## src/rtl/spi_flash_pkg.sv

```systemverilog
// Shared definitions for the SPI flash responder.
//
// Optional feature macro: SPI_FLASH_FAST_READ_EN adds the fast-read command (0x0B)
// and the DUMMY state to the state encoding. When the macro is undefined, that
// state does not exist.
package spi_flash_pkg;

  typedef enum logic [2:0] {
    StIdle,
    StCmd,
    StAddr,
`ifdef SPI_FLASH_FAST_READ_EN
    StDummy,
`endif
    StData,
    StIgnore
  } state_e;

  localparam logic [7:0] CMD_READ      = 8'h03;
  localparam logic [7:0] CMD_FAST_READ = 8'h0B;
  localparam int unsigned DUMMY_CYCLES = 8;

  // Bit position inside a little-endian word: byte lane in [4:3], bit in [2:0].
  function automatic logic [4:0] word_bit_pos(input logic [1:0] lane, input logic [2:0] bit_idx);
    return {lane, bit_idx};
  endfunction

endpackage

```

## src/rtl/spi_flash_sync_edge.sv

```systemverilog
// Multi-flop synchronizer followed by an edge-detect flop.
//
// Ports:
//   clk_i  - system clock
//   d_i    - asynchronous input
//   q_o    - synchronized level
//   rise_o - one-cycle pulse on a 0->1 change of the synchronized level
//   fall_o - one-cycle pulse on a 1->0 change of the synchronized level
//
// The flops have no reset, so the synchronized level is already valid when the
// system reset releases; the parent relies on that to see a chip-select that is
// held low across reset.
module spi_flash_sync_edge #(
  parameter int unsigned Stages = 2
) (
  input  logic clk_i,
  input  logic d_i,
  output logic q_o,
  output logic rise_o,
  output logic fall_o
);

  logic [Stages-1:0] sync_q;
  logic              prev_q;

  always_ff @(posedge clk_i) begin
    sync_q <= {sync_q[Stages-2:0], d_i};
    prev_q <= sync_q[Stages-1];
  end

  assign q_o    = sync_q[Stages-1];
  assign rise_o = sync_q[Stages-1] & ~prev_q;
  assign fall_o = ~sync_q[Stages-1] & prev_q;

endmodule

```

## src/rtl/spi_flash_responder.sv

```systemverilog
// SPI flash target (mode 0, MSB first) serving the read command 0x03 with a
// 24-bit address from a word-wide memory read port, with auto-increment and a
// one-word prefetch. SCK/SS/MOSI are oversampled on the system clock.
//
// Ports:
//   clock, reset       - system clock, synchronous active-low reset
//   spi_sck/ss/mosi    - SPI inputs from the master (asynchronous)
//   spi_miso           - SPI data out, idles high
//   mem_req, mem_addr  - one-cycle word fetch pulse and word address (byte addr[23:2])
//   mem_rdata/rvalid   - little-endian read word and its one-cycle strobe
//   busy               - state not idle while chip-select is low
//   err_underrun       - sticky: a data bit was due before its word arrived
//
// Optional feature macro: SPI_FLASH_FAST_READ_EN accepts command 0x0B, which adds
// eight dummy SCK cycles after the address; the fetch is issued at address
// completion so the dummy cycles hide memory latency.
module spi_flash_responder
  import spi_flash_pkg::*;
#(
  parameter int unsigned SYNC_STAGES = 2,
  parameter int unsigned ADDR_W      = 24
) (
  input  logic              clock,
  input  logic              reset,
  input  logic              spi_sck,
  input  logic              spi_ss,
  input  logic              spi_mosi,
  output logic              spi_miso,
  output logic              mem_req,
  output logic [ADDR_W-3:0] mem_addr,
  input  logic [31:0]       mem_rdata,
  input  logic              mem_rvalid,
  output logic              busy,
  output logic              err_underrun
);

  localparam int unsigned MaxCount = (ADDR_W > DUMMY_CYCLES) ? ADDR_W : DUMMY_CYCLES;
  localparam int unsigned CntW     = $clog2(MaxCount);

  // Input synchronization
  logic sck_sync, sck_rise, sck_fall;
  logic ss_sync, ss_rise, ss_fall;
  logic mosi_sync, mosi_rise, mosi_fall;
  logic unused_sync;

  spi_flash_sync_edge #(.Stages(SYNC_STAGES)) u_sync_sck (
    .clk_i  (clock),
    .d_i    (spi_sck),
    .q_o    (sck_sync),
    .rise_o (sck_rise),
    .fall_o (sck_fall)
  );

  spi_flash_sync_edge #(.Stages(SYNC_STAGES)) u_sync_ss (
    .clk_i  (clock),
    .d_i    (spi_ss),
    .q_o    (ss_sync),
    .rise_o (ss_rise),
    .fall_o (ss_fall)
  );

  spi_flash_sync_edge #(.Stages(SYNC_STAGES)) u_sync_mosi (
    .clk_i  (clock),
    .d_i    (spi_mosi),
    .q_o    (mosi_sync),
    .rise_o (mosi_rise),
    .fall_o (mosi_fall)
  );

  assign unused_sync = ^{sck_sync, mosi_rise, mosi_fall};

  // State
  state_e            state_q, state_d;
  logic [CntW-1:0]   cnt_q, cnt_d;
  logic [ADDR_W-1:0] shreg_q, shreg_d;
  logic [ADDR_W-1:0] addr_q, addr_d;
  logic [2:0]        bit_idx_q, bit_idx_d;
  logic [31:0]       word_q, word_d;
  logic              word_vld_q, word_vld_d;
  logic [31:0]       hold_q, hold_d;
  logic              hold_vld_q, hold_vld_d;
  logic              out_q, out_d;
  logic              miso_q, miso_d;
  logic              req_q, req_d;
  logic [ADDR_W-3:0] req_addr_q, req_addr_d;
  logic              err_q, err_d;
  logic [31:0]       cur_word;
`ifdef SPI_FLASH_FAST_READ_EN
  logic              fast_q, fast_d;
`endif

  always_comb begin
    state_d    = state_q;
    cnt_d      = cnt_q;
    shreg_d    = shreg_q;
    addr_d     = addr_q;
    bit_idx_d  = bit_idx_q;
    word_d     = word_q;
    word_vld_d = word_vld_q;
    hold_d     = hold_q;
    hold_vld_d = hold_vld_q;
    out_d      = out_q;
    miso_d     = miso_q;
    req_d      = 1'b0;
    req_addr_d = req_addr_q;
    err_d      = err_q;
    cur_word   = word_vld_q ? word_q : hold_q;
`ifdef SPI_FLASH_FAST_READ_EN
    fast_d     = fast_q;
`endif

    // A response only counts when a request is outstanding.
    if (mem_rvalid && out_q) begin
      hold_d     = mem_rdata;
      hold_vld_d = 1'b1;
      out_d      = 1'b0;
    end

    if (ss_rise) begin
      // Deselect wins over any simultaneous SCK edge; partial bytes and late
      // responses are dropped.
      state_d    = StIdle;
      miso_d     = 1'b1;
      out_d      = 1'b0;
      hold_vld_d = 1'b0;
      word_vld_d = 1'b0;
    end else begin
      unique case (state_q)
        StIdle: begin
          cnt_d = '0;
          if (ss_fall) begin
            state_d = StCmd;
          end else if (!ss_sync) begin
            // Chip-select already low (held across reset): wait for deselect.
            state_d = StIgnore;
          end
        end

        StCmd: begin
          if (sck_rise) begin
            shreg_d = {shreg_q[ADDR_W-2:0], mosi_sync};
            cnt_d   = cnt_q + 1'b1;
            if (cnt_q == CntW'(7)) begin
              cnt_d = '0;
              if (shreg_d[7:0] == CMD_READ) begin
                state_d = StAddr;
`ifdef SPI_FLASH_FAST_READ_EN
                fast_d  = 1'b0;
              end else if (shreg_d[7:0] == CMD_FAST_READ) begin
                state_d = StAddr;
                fast_d  = 1'b1;
`else
              end else if (shreg_d[7:0] == CMD_FAST_READ) begin
                state_d = StIgnore;
`endif
              end else begin
                state_d = StIgnore;
              end
            end
          end
        end

        StAddr: begin
          if (sck_rise) begin
            shreg_d = {shreg_q[ADDR_W-2:0], mosi_sync};
            cnt_d   = cnt_q + 1'b1;
            if (cnt_q == CntW'(ADDR_W - 1)) begin
              cnt_d      = '0;
              addr_d     = shreg_d;
              bit_idx_d  = 3'd7;
              req_d      = 1'b1;
              req_addr_d = shreg_d[ADDR_W-1:2];
              out_d      = 1'b1;
              hold_vld_d = 1'b0;
              word_vld_d = 1'b0;
`ifdef SPI_FLASH_FAST_READ_EN
              state_d    = fast_q ? StDummy : StData;
`else
              state_d    = StData;
`endif
            end
          end
        end

`ifdef SPI_FLASH_FAST_READ_EN
        StDummy: begin
          if (sck_rise) begin
            cnt_d = cnt_q + 1'b1;
            if (cnt_q == CntW'(DUMMY_CYCLES - 1)) begin
              cnt_d   = '0;
              state_d = StData;
            end
          end
        end
`endif

        StData: begin
          if (sck_fall) begin
            if (word_vld_q || hold_vld_q) begin
              if (!word_vld_q) begin
                // Current word exhausted: promote the prefetched word.
                word_d     = hold_q;
                word_vld_d = 1'b1;
                hold_vld_d = 1'b0;
              end
              miso_d = cur_word[word_bit_pos(addr_q[1:0], bit_idx_q)];
              // Last byte of the word starts now: fetch the following word.
              if (bit_idx_q == 3'd7 && addr_q[1:0] == 2'd3 && !out_q) begin
                req_d      = 1'b1;
                req_addr_d = addr_q[ADDR_W-1:2] + 1'b1;
                out_d      = 1'b1;
              end
              if (bit_idx_q == 3'd0) begin
                bit_idx_d = 3'd7;
                addr_d    = addr_q + 1'b1;
                if (addr_q[1:0] == 2'd3) begin
                  word_vld_d = 1'b0;
                end
              end else begin
                bit_idx_d = bit_idx_q - 1'b1;
              end
            end else begin
              // Underrun: the bit is not consumed, so streaming resumes at the
              // same position once the word lands.
              miso_d = 1'b1;
              err_d  = 1'b1;
            end
          end
        end

        StIgnore: begin
          miso_d = 1'b1;
        end

        default: begin
          state_d = StIdle;
        end
      endcase
    end
  end

  always_ff @(posedge clock) begin
    if (!reset) begin
      state_q    <= StIdle;
      cnt_q      <= '0;
      shreg_q    <= '0;
      addr_q     <= '0;
      bit_idx_q  <= 3'd7;
      word_q     <= '0;
      word_vld_q <= 1'b0;
      hold_q     <= '0;
      hold_vld_q <= 1'b0;
      out_q      <= 1'b0;
      miso_q     <= 1'b1;
      req_q      <= 1'b0;
      req_addr_q <= '0;
      err_q      <= 1'b0;
`ifdef SPI_FLASH_FAST_READ_EN
      fast_q     <= 1'b0;
`endif
    end else begin
      state_q    <= state_d;
      cnt_q      <= cnt_d;
      shreg_q    <= shreg_d;
      addr_q     <= addr_d;
      bit_idx_q  <= bit_idx_d;
      word_q     <= word_d;
      word_vld_q <= word_vld_d;
      hold_q     <= hold_d;
      hold_vld_q <= hold_vld_d;
      out_q      <= out_d;
      miso_q     <= miso_d;
      req_q      <= req_d;
      req_addr_q <= req_addr_d;
      err_q      <= err_d;
`ifdef SPI_FLASH_FAST_READ_EN
      fast_q     <= fast_d;
`endif
    end
  end

  assign spi_miso     = miso_q;
  assign mem_req      = req_q;
  assign mem_addr     = req_addr_q;
  assign err_underrun = err_q;
  assign busy         = (state_q != StIdle) && !ss_sync;

endmodule

```

## config.mk

```make
export PLATFORM = sky130hd
export DESIGN_NAME = spi_flash_responder
export DESIGN_NICKNAME = d
export VERILOG_FILES = /design/src/rtl/spi_flash_pkg.sv /design/src/rtl/spi_flash_sync_edge.sv /design/src/rtl/spi_flash_responder.sv
export SDC_FILE = /design/constraint.sdc
export NUM_CORES = 1
export LEC_CHECK = 0
export CORE_UTILIZATION = 45
export DETAILED_ROUTE_END_ITERATION = 10
export PLACE_DENSITY = 0.67
export SKIP_LAST_GASP = 1
export SLEW_MARGIN = 20
export SYNTH_ARGS = -nofsm -noshare
export SYNTH_HDL_FRONTEND = slang
export SYNTH_SLANG_ARGS = --single-unit
```

## constraint.sdc

```tcl
create_clock -name clock -period 2.27 [get_ports clock]
set_input_delay 0.3405 -clock clock [delete_from_list [all_inputs] [get_ports clock]]
set_output_delay 0.3405 -clock clock [all_outputs]
set_load 0.02 [all_outputs]
```

# Yosys cells after proc, flatten, opt, wreduce, memory -nomap -nowiden
# Index checks and enable logic that the tools add are counted.
# W data, S select, Z words.
dict set report classes {
  addsub 4
  magnitude_cmp 1
  n_eq_ne 18
  mux 64
  bitwise 12
  n_reduce_logical 26
}
# cell count
set ops {}
lappend ops {{$mux W24} 5}
lappend ops {{$mux W22} 5}
lappend ops {{$pmux W24 S2} 1}
lappend ops {{$pmux W22 S2} 1}
lappend ops {{$mux W3} 12}
lappend ops {{$mux W32} 1}
lappend ops {{$mux W1} 26}
lappend ops {{$add A24 B1 Y24 const B} 1}
lappend ops {{$add A22 B1 Y22 const B} 1}
lappend ops {{$mux W5} 4}
lappend ops {{$ne A2 B2 Y1 const B} 8}
lappend ops {{$pmux W5 S3} 1}
lappend ops {{$reduce_and A7 Y1} 2}
lappend ops {{$pmux W3 S4} 1}
lappend ops {{$reduce_and A4 Y1} 3}
lappend ops {{$reduce_and A6 Y1} 2}
lappend ops {{$pmux W1 S2} 5}
lappend ops {{$eq A8 B2 Y1 const B} 1}
lappend ops {{$not A1 Y1} 8}
lappend ops {{$eq A3 B2 Y1 const B} 2}
lappend ops {{$eq A3 B3 Y1 const B} 2}
lappend ops {{$logic_not A3 Y1} 2}
lappend ops {{$lt A5 B6 Y1 const B} 1}
lappend ops {{$pmux W3 S2} 1}
lappend ops {{other kinds (18)} 29}
dict set report word_totals {
  ff_bits 158
  out_inout_bits 26
  word_cells 144
}

# Longest topological paths before layout
# Gate-level depths: netlist of run 1.
dict set report logic_depth {
  ltp_word 7
  ltp_mapped 10
  ltp_nobuf 7
}

# Cells and area by module
# A second synthesis of run 1 with hierarchy kept.
dict set report hier_totals {
  cells_unflattened 886
  hier_area_um2 7627.3
}
# module n_inst cells_each area_each_um2
set modules_own_cells {}
lappend modules_own_cells {spi_flash_responder 1 871 7402.1}
lappend modules_own_cells {spi_flash_sync_edge 3 5 75.1}

# Worst setup path before layout of run 1
# No wires, ideal clock.
dict set report synth_path {
  path_type {register to register}
  startpoint {register bit_idx_q[1]}
  endpoint {register addr_q[8]}
  setup_time_ns 0.119
  arrival_time_ns 2.279
  t_required_ns 2.151
  path_slack_ns -0.127
  stages_incl_launch_ff 11
  n_path_buf 3
  synth_period_minus_slack_ns 2.397
  path_cell_list {dfxtp_1 -> buf_4 -> buf_2 -> inv_1 -> ha_1 -> nor2b_1 -> nor4b_1 -> o21ai_1 -> clkbuf_1 -> nor2_1 -> o221a_2}
}
dict set report synth_between {
  elab_chain_cells 3
}
# element line
set synth_rtl {}
lappend synth_rtl {{start: declaration} spi_flash_responder.sv:77} ;# logic [2:0] bit_idx_q, bit_idx_d;
lappend synth_rtl {{start signal: assignment} spi_flash_responder.sv:266} ;# bit_idx_q <= bit_idx_d;
lappend synth_rtl {{$logic_not A3 Y1} spi_flash_responder.sv:213} ;# if (bit_idx_q == 3'd0) begin
lappend synth_rtl {{$ne A2 B2 Y1 (no source line)} -}
lappend synth_rtl {{$reduce_and A7 Y1 (no source line)} -}
lappend synth_rtl {{end signal: assignment} spi_flash_responder.sv:265} ;# addr_q <= addr_d;
lappend synth_rtl {{end: declaration} spi_flash_responder.sv:76} ;# logic [ADDR_W-1:0] addr_q, addr_d;
# Every way passes these cells.
# A chain may end at the register's enable or synchronous reset.

# Final worst setup path of run 1
dict set report layout_path {
  startpoint {register state_q[2]}
  endpoint {output port busy}
}
dict set report layout_between {
  elab_chain_cells 2
}
# element line
set layout_rtl {}
lappend layout_rtl {{start: declaration} spi_flash_responder.sv:73} ;# state_e state_q, state_d;
lappend layout_rtl {{start signal: assignment} spi_flash_responder.sv:244} ;# state_q <= StIdle;
lappend layout_rtl {{start signal: assignment} spi_flash_responder.sv:262} ;# state_q <= state_d;
lappend layout_rtl {{$reduce_bool A3 Y1} spi_flash_responder.sv:286} ;# assign busy = (state_q != StIdle) && !ss_sync;
lappend layout_rtl {{$logic_and A1 B1 Y1} spi_flash_responder.sv:286}
lappend layout_rtl {{end: declaration} spi_flash_responder.sv:33} ;# output logic busy,
# Every way passes these cells.

==> metrics.log, run 1 <==
[metrics] Tot GR Track Use: 22.7%
[metrics] portion of netlist area occupied by mux cells: 5.49%
[metrics] crit share post-route: 94.6%
[metrics] via count: 6,992
[metrics] Layout area overhead: 22.2%
[metrics] vertical die dimension: 132 um
[metrics] hold buffers post-CTS: 0
[metrics] Synth Register Bits: 158
[metrics] XOR/XNOR Fraction of Synth Area: 1.96%
[metrics] yosys warns: 0
[metrics] largest net degree at the start of global routing: 47
[metrics] DR iter-0 viols: 486
[metrics] adder-cell area share of the yosys netlist: 0.988%
[metrics] clk_lat worst skew: 0.43 ns
[metrics] boundary pin count: 64
[metrics] routing layer with the top usage in global route: met2
[metrics] Sum Neg Setup Slack: 0 ns
[metrics] HPWL after DPL: 13.2 mm
[metrics] Worst Max-Slew Pin Slew: 0.566 ns
[metrics] Slew Limit Headroom: 62.0%
[metrics] routed wirelength normalized by instance count: 15.6 um
[metrics] fraction of registers with async set/reset: 0%
[metrics] core utilization of the finished layout: 56.2%
[metrics] startpoint kind of the worst setup timing path: register
[metrics] Initial Util: 46.0%
[metrics] most frequent cells in the layout: sky130_fd_sc_hd__nand2_1, sky130_fd_sc_hd__dfxtp_1, sky130_fd_sc_hd__a21oi_1
[metrics] combinational family with the most area after synthesis: simple AND/OR/NAND/NOR gates
[metrics] CTS root buffer: sky130_fd_sc_hd__clkbuf_16
[metrics] startpoint of the most critical hold path: u_sync_sck.sync_q[0]
[metrics] FP Rows: 47
[metrics] layout cells sized above 1: 12.0%
[metrics] worst ir drop on vdd: 559 uV
[metrics] Cells on Worst Hold Path: 0
[metrics] Top FF cell, synth: sky130_fd_sc_hd__dfxtp_1
[metrics] final total power: 0.00612 W
[metrics] TritonCTS clock tree: built
[metrics] synthesized instance count: 951
[metrics] signal arrival time at the worst endpoint: 1.81 ns
[metrics] Vias/cell: 5.65
[metrics] synthesized netlist net count: 995
[metrics] final net count: 1,049
[metrics] area of the die: 17,400 um2
[metrics] deepest level of the CTS H-tree: 4
[metrics] CTS clock-pin slew for the worst setup and hold paths: 0.06 ns
[metrics] Overflow after GRT: 0
[metrics] antenna violations before repair: 0
[metrics] met2 Usage GRT: 34.5%
[metrics] global-route wire length before repair: 32.0 mm
[metrics] most common library cell in the layout ignoring fill and taps: sky130_fd_sc_hd__nand2_1
[metrics] GR Util met1: 32.2%
[metrics] number of enable flip-flop cells after synthesis: 0
[metrics] unrepaired setup endpoints after global routing: false
[metrics] Cell Count, Final, Fillers Out: 1,238
[metrics] max cap viols: 0
[metrics] depth of the worst register-to-register path: 8
[metrics] weighted congestion at the end of routability-driven global placement: 0.861
[metrics] clock period minus worst slack: 2.15 ns
[metrics] floorplan die width: 132 um
[metrics] Pleak: 3.18 nW
[metrics] final setup violation count: 0
[metrics] Placed Cells: 1,206
[metrics] type of the most critical hold path: register to register
[metrics] post-detailed-route count of antenna-violating nets: 0
[metrics] area fraction in and, or, nand and nor cells after synthesis: 24.4%
[metrics] Worst Setup End Kind: output pin
[metrics] count of input and output buffers: 63
[metrics] final routed wirelength across all metal layers: 19.3 mm
[metrics] number of buffers between clock root and the deepest sink: 2
[metrics] Compound-Gate Fraction of Synth Area: 21.0%
[metrics] DRC violations left: 0
[metrics] netlist area before placement: 7600 um2
[metrics] Diodes inserted: 0
[metrics] number of iterations in the first detailed-routing pass: 5
[metrics] Critical Path Source: state_q[2]
[metrics] critical path type: register to output pin
[metrics] CP required: 1.93 ns
[metrics] outcome: finished clean
[metrics] power density over the cells: 659 nW/um2
[metrics] clock buffer count from CTS: 17
[metrics] fraction of the yosys area taken by sequential cells: 41.6%
[metrics] number of sinks handled by clock tree synthesis: 158
[metrics] clock skew after layout: 0.0104 ns
[metrics] number of endpoints with negative hold slack in the final report: 0
[metrics] Max Clk Rate: 0.466 GHz
[metrics] critical-path maximum fanout: 17
[metrics] count of final max-slew check failures: 0
[metrics] placeable core region: 16,500 um2
[metrics] via count of the first global-routing pass: 6,355
[metrics] met3 demand-to-capacity share in global routing: 4.23%
[metrics] post-synthesis area per instance: 7.99 um2
[metrics] number of different library cells in the post-synthesis netlist: 73
[metrics] worst reg2reg startpoint: bit_idx_q[1]
cell type report:
class                   instances  area [um2]
fillers                      1531        7240
multi-input cells             708        4100
flip-flops and latches        158        3160
repair buffers                112        1070
clock buffers                  18         439
well taps                     220         275
clock inverters                14         201
inverters                       8        31.3
routing by layer:
metal  share of wire, %  wire, um
met4                1.3       249
met5                  0         0
met1                 49      9380
met2                 45      8680
met3                5.0       967
critical path, cell delays in order, from the launching register on:
cell                              delay, ns
sky130_fd_sc_hd__dfxtp_1               0.37
sky130_fd_sc_hd__buf_4                 0.23
sky130_fd_sc_hd__nor3_1                0.08
sky130_fd_sc_hd__nor2_1                0.09
sky130_fd_sc_hd__clkdlybuf4s50_1       0.61
per-stage QoR:
step / setup slack [ns] / instance area (um2) / hold WS (ns)
after global routing: 0.00827 / 9290 / 0.330
final: 0.123 / 9290 / 0.327
after CTS: 0.0468 / 9280 / 0.328
after detailed placement: 0.122 / 8640 / 0.312
after floorplan: 0.0319 / 7600 / 0.310
after global placement: 0.135 / 8640 / 0.314
cells in the mapped netlist, types with 9 or more instances:
library cell	count	area, um2
sky130_fd_sc_hd__mux4_2	14	315
sky130_fd_sc_hd__nand3_1	32	160
sky130_fd_sc_hd__xnor2_1	9	78.8
sky130_fd_sc_hd__a21oi_1	134	671
sky130_fd_sc_hd__a31oi_1	12	75.1
sky130_fd_sc_hd__buf_1	10	37.5
sky130_fd_sc_hd__nor2_1	54	203
sky130_fd_sc_hd__nand4_1	14	87.6
sky130_fd_sc_hd__dfxtp_1	158	3160
sky130_fd_sc_hd__clkbuf_1	53	199
sky130_fd_sc_hd__mux2i_1	9	90.1
sky130_fd_sc_hd__buf_2	9	45.0
sky130_fd_sc_hd__nor3_1	14	70.1
sky130_fd_sc_hd__nand2_1	228	856
sky130_fd_sc_hd__nor2b_1	9	56.3
sky130_fd_sc_hd__o21ai_0	31	155
report_power, final:
group | internal (W) | switching [W] | total (W) | leakage, nW
logic | 0.000101 | 0.0000981 | 0.000199 | 1.60
registers | 0.00278 | 0.00000812 | 0.00279 | 1.28
clock network | 0.00189 | 0.00124 | 0.00313 | 0.309
total | 0.00478 | 0.00134 | 0.00612 | 3.18
cells by family after synthesis:
group,after synthesis
AO/OA/AOI/OAI,256
XOR/XNOR,17
flip-flops,158
AND/OR/NAND/NOR,405
buffers and inverters,85
adder cells (fa/ha/maj),6
multiplexers,24
sequential cells by signal (all words and copies together), names as in the netlist, 3 cells and up:
register,count
addr_q,24
mem_addr,22
bit_idx_q,3
cnt_q,5
shreg_q,23
word_q,32
hold_q,32
state_q,3
path summary, 6_finish.rpt:
kind	to	slack (ns)
max	busy	0.12
min	u_sync_sck.sync_q[1]	0.33
max reg2reg	addr_q[4]	0.13
min reg2reg	u_sync_sck.sync_q[1]	0.33
what timing repair did:
item                                   CTS  global route
setup buffers                            0             0
setup endpoints to repair                0             2
resized for setup                        0             1
endpoints found under the hold margin    0             0
Note: power is estimated with default switching activity, not from simulation.
==> run 2, diff against run 1 <==
--- a/config.mk
+++ b/config.mk
@@ -9,7 +9,8 @@
 export DETAILED_ROUTE_END_ITERATION = 10
 export PLACE_DENSITY = 0.67
 export SKIP_LAST_GASP = 1
-export SLEW_MARGIN = 20
+export SLEW_MARGIN = 5
 export SYNTH_ARGS = -nofsm -noshare
 export SYNTH_HDL_FRONTEND = slang
 export SYNTH_SLANG_ARGS = --single-unit
+export TNS_END_PERCENT = 100
==> results of run 2 <==
No change in the layout: final DEF, timing and power equal those of run 1.
==> run 3, diff against run 2 <==
--- a/config.mk
+++ b/config.mk
@@ -5,6 +5,7 @@
 export SDC_FILE = /design/constraint.sdc
 export NUM_CORES = 1
 export LEC_CHECK = 0
+export CORE_ASPECT_RATIO = 0.5
 export CORE_UTILIZATION = 45
 export DETAILED_ROUTE_END_ITERATION = 10
 export PLACE_DENSITY = 0.67
==> run 3 against run 2 <==
Effect of this change:
- sequential power barely moved
- power up 0.45%
- critical path depth unchanged
- combinational power decreased by 5%
- clock power up 1%
- register-to-register slack about the same
- global-route usage increased by 1.6 points
- maximum frequency fell by 2.4%
- count of clock-buffer cells in the layout rose by 3
- via count grew 0.41%
- clock skew about the same
- sequential share of layout area increased by 0.21 points
- largest power group unchanged
==> metrics.log, run 3 (same netlist as run 1, synthesis figures left out) <==
[metrics] via count of the first global-routing pass: 6,654 (+4.7%)
[metrics] power density over the cells: 666 nW/um2 (+1.1%)
[metrics] r2r setup slk: 0.13 ns (about the same)
[metrics] total of cells resized after clock tree synthesis: 0 (unchanged)
[metrics] Slew Limit Headroom: 64.0% (+2.0 points)
[metrics] largest net degree at the start of global routing: 80 (+70%)
[metrics] Layout area overhead: 21.4%
[metrics] CP required: 1.93 ns (about the same)
[metrics] number of sinks handled by clock tree synthesis: 158 (unchanged)
[metrics] Max Clk Rate: 0.454 GHz (-2.4%)
[metrics] number of iterations in the first detailed-routing pass: 4 (-1)
[metrics] CTS clock-pin slew for the worst setup and hold paths: 0.07 ns (about the same)
[metrics] most frequent cells in the layout: sky130_fd_sc_hd__nand2_1, sky130_fd_sc_hd__dfxtp_1, sky130_fd_sc_hd__a21oi_1
[metrics] Diodes inserted: 0 (unchanged)
[metrics] clock buffer count from CTS: 17 (unchanged)
[metrics] share of power burned in the clock network: 51.5% (+0.3 points)
[metrics] post-CTS setup-driven buffer insertion count: 0 (unchanged)
[metrics] critical path type: register to output pin
[metrics] switching power as a share of total power: 21.6% (-0.33 points)
[metrics] DR iter-0 viols: 454 (-6.6%)
[metrics] global-route wire length before repair: 33.2 mm (+3.8%)
[metrics] clk_lat worst skew: 0.43 ns (about the same)
[metrics] Worst Setup End Kind: output pin
[metrics] boundary pin count: 64 (unchanged)
[metrics] Filler Cell Count: 1,502 (-1.9%)
[metrics] internal power consumption: 0.00482 W (+0.87%)
[metrics] DRC violations left: 0 (unchanged)
[metrics] placeable core region: 16,400 um2 (-0.55%)
[metrics] uppermost layer routed: met4
[metrics] final net count: 1,042 (-0.67%)
[metrics] via count: 7,021 (+0.41%)
[metrics] largest registers in the final layout: hold_q (32), word_q (32), addr_q (24)
[metrics] weighted congestion at the end of routability-driven global placement: 0.916 (+6.4%)
[metrics] met1 wire length: 9.46 mm (+0.82%)
[metrics] count of final max-slew check failures: 0 (unchanged)
[metrics] critical-path maximum fanout: 14 (-3)
[metrics] Initial Util: 46.2% (+0.26 points)
[metrics] crit share post-route: 97.0% (+2.4 points)
[metrics] number of buffers between clock root and the deepest sink: 2 (unchanged)
[metrics] amount of wire on met2 after detailed routing: 9.21 mm (+6.2%)
[metrics] layout cells sized above 1: 11.3% (-0.71 points)
[metrics] number of endpoints with negative hold slack in the final report: 0 (unchanged)
[metrics] area of the die: 17,400 um2 (+0.18%)
[metrics] final total power: 0.00615 W (+0.45%)
[metrics] unrepaired setup endpoints after global routing: false
[metrics] Overflow after GRT: 0 (unchanged)
[metrics] Flop pwr share: 45.4% (-0.2 points)
[metrics] worst ir drop on vdd: 489 uV (-12%)
[metrics] max cap viols: 0 (unchanged)
[metrics] vertical die dimension: 93.9 um (-29%)
[metrics] CTS root buffer: sky130_fd_sc_hd__clkbuf_16
[metrics] startpoint kind of the worst setup timing path: register
[metrics] final routed wirelength across all metal layers: 19.9 mm (+3.2%)
[metrics] most common library cell in the layout ignoring fill and taps: sky130_fd_sc_hd__nand2_1
[metrics] hold buffers post-CTS: 0 (unchanged)
[metrics] Vias/cell: 5.67 (+0.41%)
[metrics] routed wirelength normalized by instance count: 16.1 um (+3.2%)
[metrics] clock skew after layout: 0.0101 ns (-0.000303 ns)
[metrics] final setup violation count: 0 (unchanged)
[metrics] net switching component of the power: 0.00133 W (-1.0%)
[metrics] TritonCTS clock tree: built
[metrics] outcome: finished clean
[metrics] FP Rows: 33 (-30%)
[metrics] count of input and output buffers: 63 (unchanged)
[metrics] deepest level of the CTS H-tree: 4 (unchanged)
[metrics] type of the most critical hold path: register to register
[metrics] routed wl met3: 937 um (-3.1%)
[metrics] Sum Neg Setup Slack: 0 ns (unchanged)
[metrics] clock period minus worst slack: 2.20 ns (+0.0534 ns)
[metrics] combinational fraction of design power: 3.1% (-0.2 points)
[metrics] Setup WS pre-CTS: 0.127 ns (+0.00528 ns)
[metrics] Tot GR Track Use: 24.2% (+1.6 points)
[metrics] Worst Max-Slew Pin Slew: 0.526 ns (-0.0397 ns)
[metrics] Pleak: 3.14 nW (-1.4%)
[metrics] floorplan die width: 186 um (+41%)
[metrics] antenna violations before repair: 0 (unchanged)
[metrics] worst-case setup margin in the final layout: 0.0692 ns (-0.0534 ns)
[metrics] HPWL after DPL: 13.2 mm (-0.42%)
[metrics] signal arrival time at the worst endpoint: 1.86 ns (+0.05 ns)
[metrics] post-detailed-route count of antenna-violating nets: 0 (unchanged)
-- run 3: cell types whose count changed in the layout (fill, tap and decap cells not counted) --
cell and delta:
sky130_fd_sc_hd__dfxtp_2 -1, sky130_fd_sc_hd__clkbuf_1 +1, sky130_fd_sc_hd__a211o_1 -1, sky130_fd_sc_hd__inv_6 -5
sky130_fd_sc_hd__clkinv_2 -1, sky130_fd_sc_hd__dfxtp_1 +1, sky130_fd_sc_hd__a211o_2 +1, sky130_fd_sc_hd__clkinv_4 +3
sky130_fd_sc_hd__clkbuf_8 +2, sky130_fd_sc_hd__buf_12 -2, sky130_fd_sc_hd__buf_4 -5
-- run 3: layer usage --
metal | GRT usage, % | vias up
met4 | 7.31 | 0
met5 | 0 | -
met2 | 39.7 | 189
li1 | - | 3456
met3 | 3.80 | 26
met1 | 32.8 | 3350
-- run 3: worst paths after layout --
kind,from,endpoint,cells after the start
setup reg to reg,state_q[0],mem_addr[20],5
setup / recovery,state_q[0],busy,4
hold / removal,u_sync_ss.sync_q[0],u_sync_ss.sync_q[1],0
hold reg to reg,u_sync_ss.sync_q[0],u_sync_ss.sync_q[1],0
-- run 3: power by group through the flow --
stage / registers (W) / logic, W / clock network [W]
2_1_floorplan: 0.00285 / 0.0000902 / 0
3_3_place_gp: 0.00285 / 0.000188 / 0
3_5_place_dp: 0.00285 / 0.000190 / 0
4_1_cts: 0.00279 / 0.000190 / 0.00320
5_1_grt: 0.00279 / 0.000205 / 0.00332
6_report: 0.00279 / 0.000190 / 0.00317
-- run 3: cell type report --
cell class	instances	area (um2)	share of cell area, %
clock buffers	21	470	5.10
clock inverters	11	179	1.94
inverters	8	31.3	0.339
multi-input cells	708	4100	44.5
flip-flops and latches	158	3160	34.3
well taps	227	284	3.08
repair buffers	105	996	10.8
-- run 3: critical path: stages (launching register included) --
cell and delay, ns:
sky130_fd_sc_hd__dfxtp_1 0.43, sky130_fd_sc_hd__buf_4 0.24, sky130_fd_sc_hd__nor3_1 0.07, sky130_fd_sc_hd__nor2_1 0.09, sky130_fd_sc_hd__clkdlybuf4s50_1 0.60
-- run 3: stage by stage --
step	util [%]	cells	cell area (um2)	hold WS (ns)
finish	56.1	1238	9230	0.327
global placement	52.2	1206	8570	0.311
global route	56.1	1238	9230	0.335
floorplan	-	951	7600	0.310
CTS	56.1	1238	9220	0.330
detailed placement	52.2	1206	8570	0.314
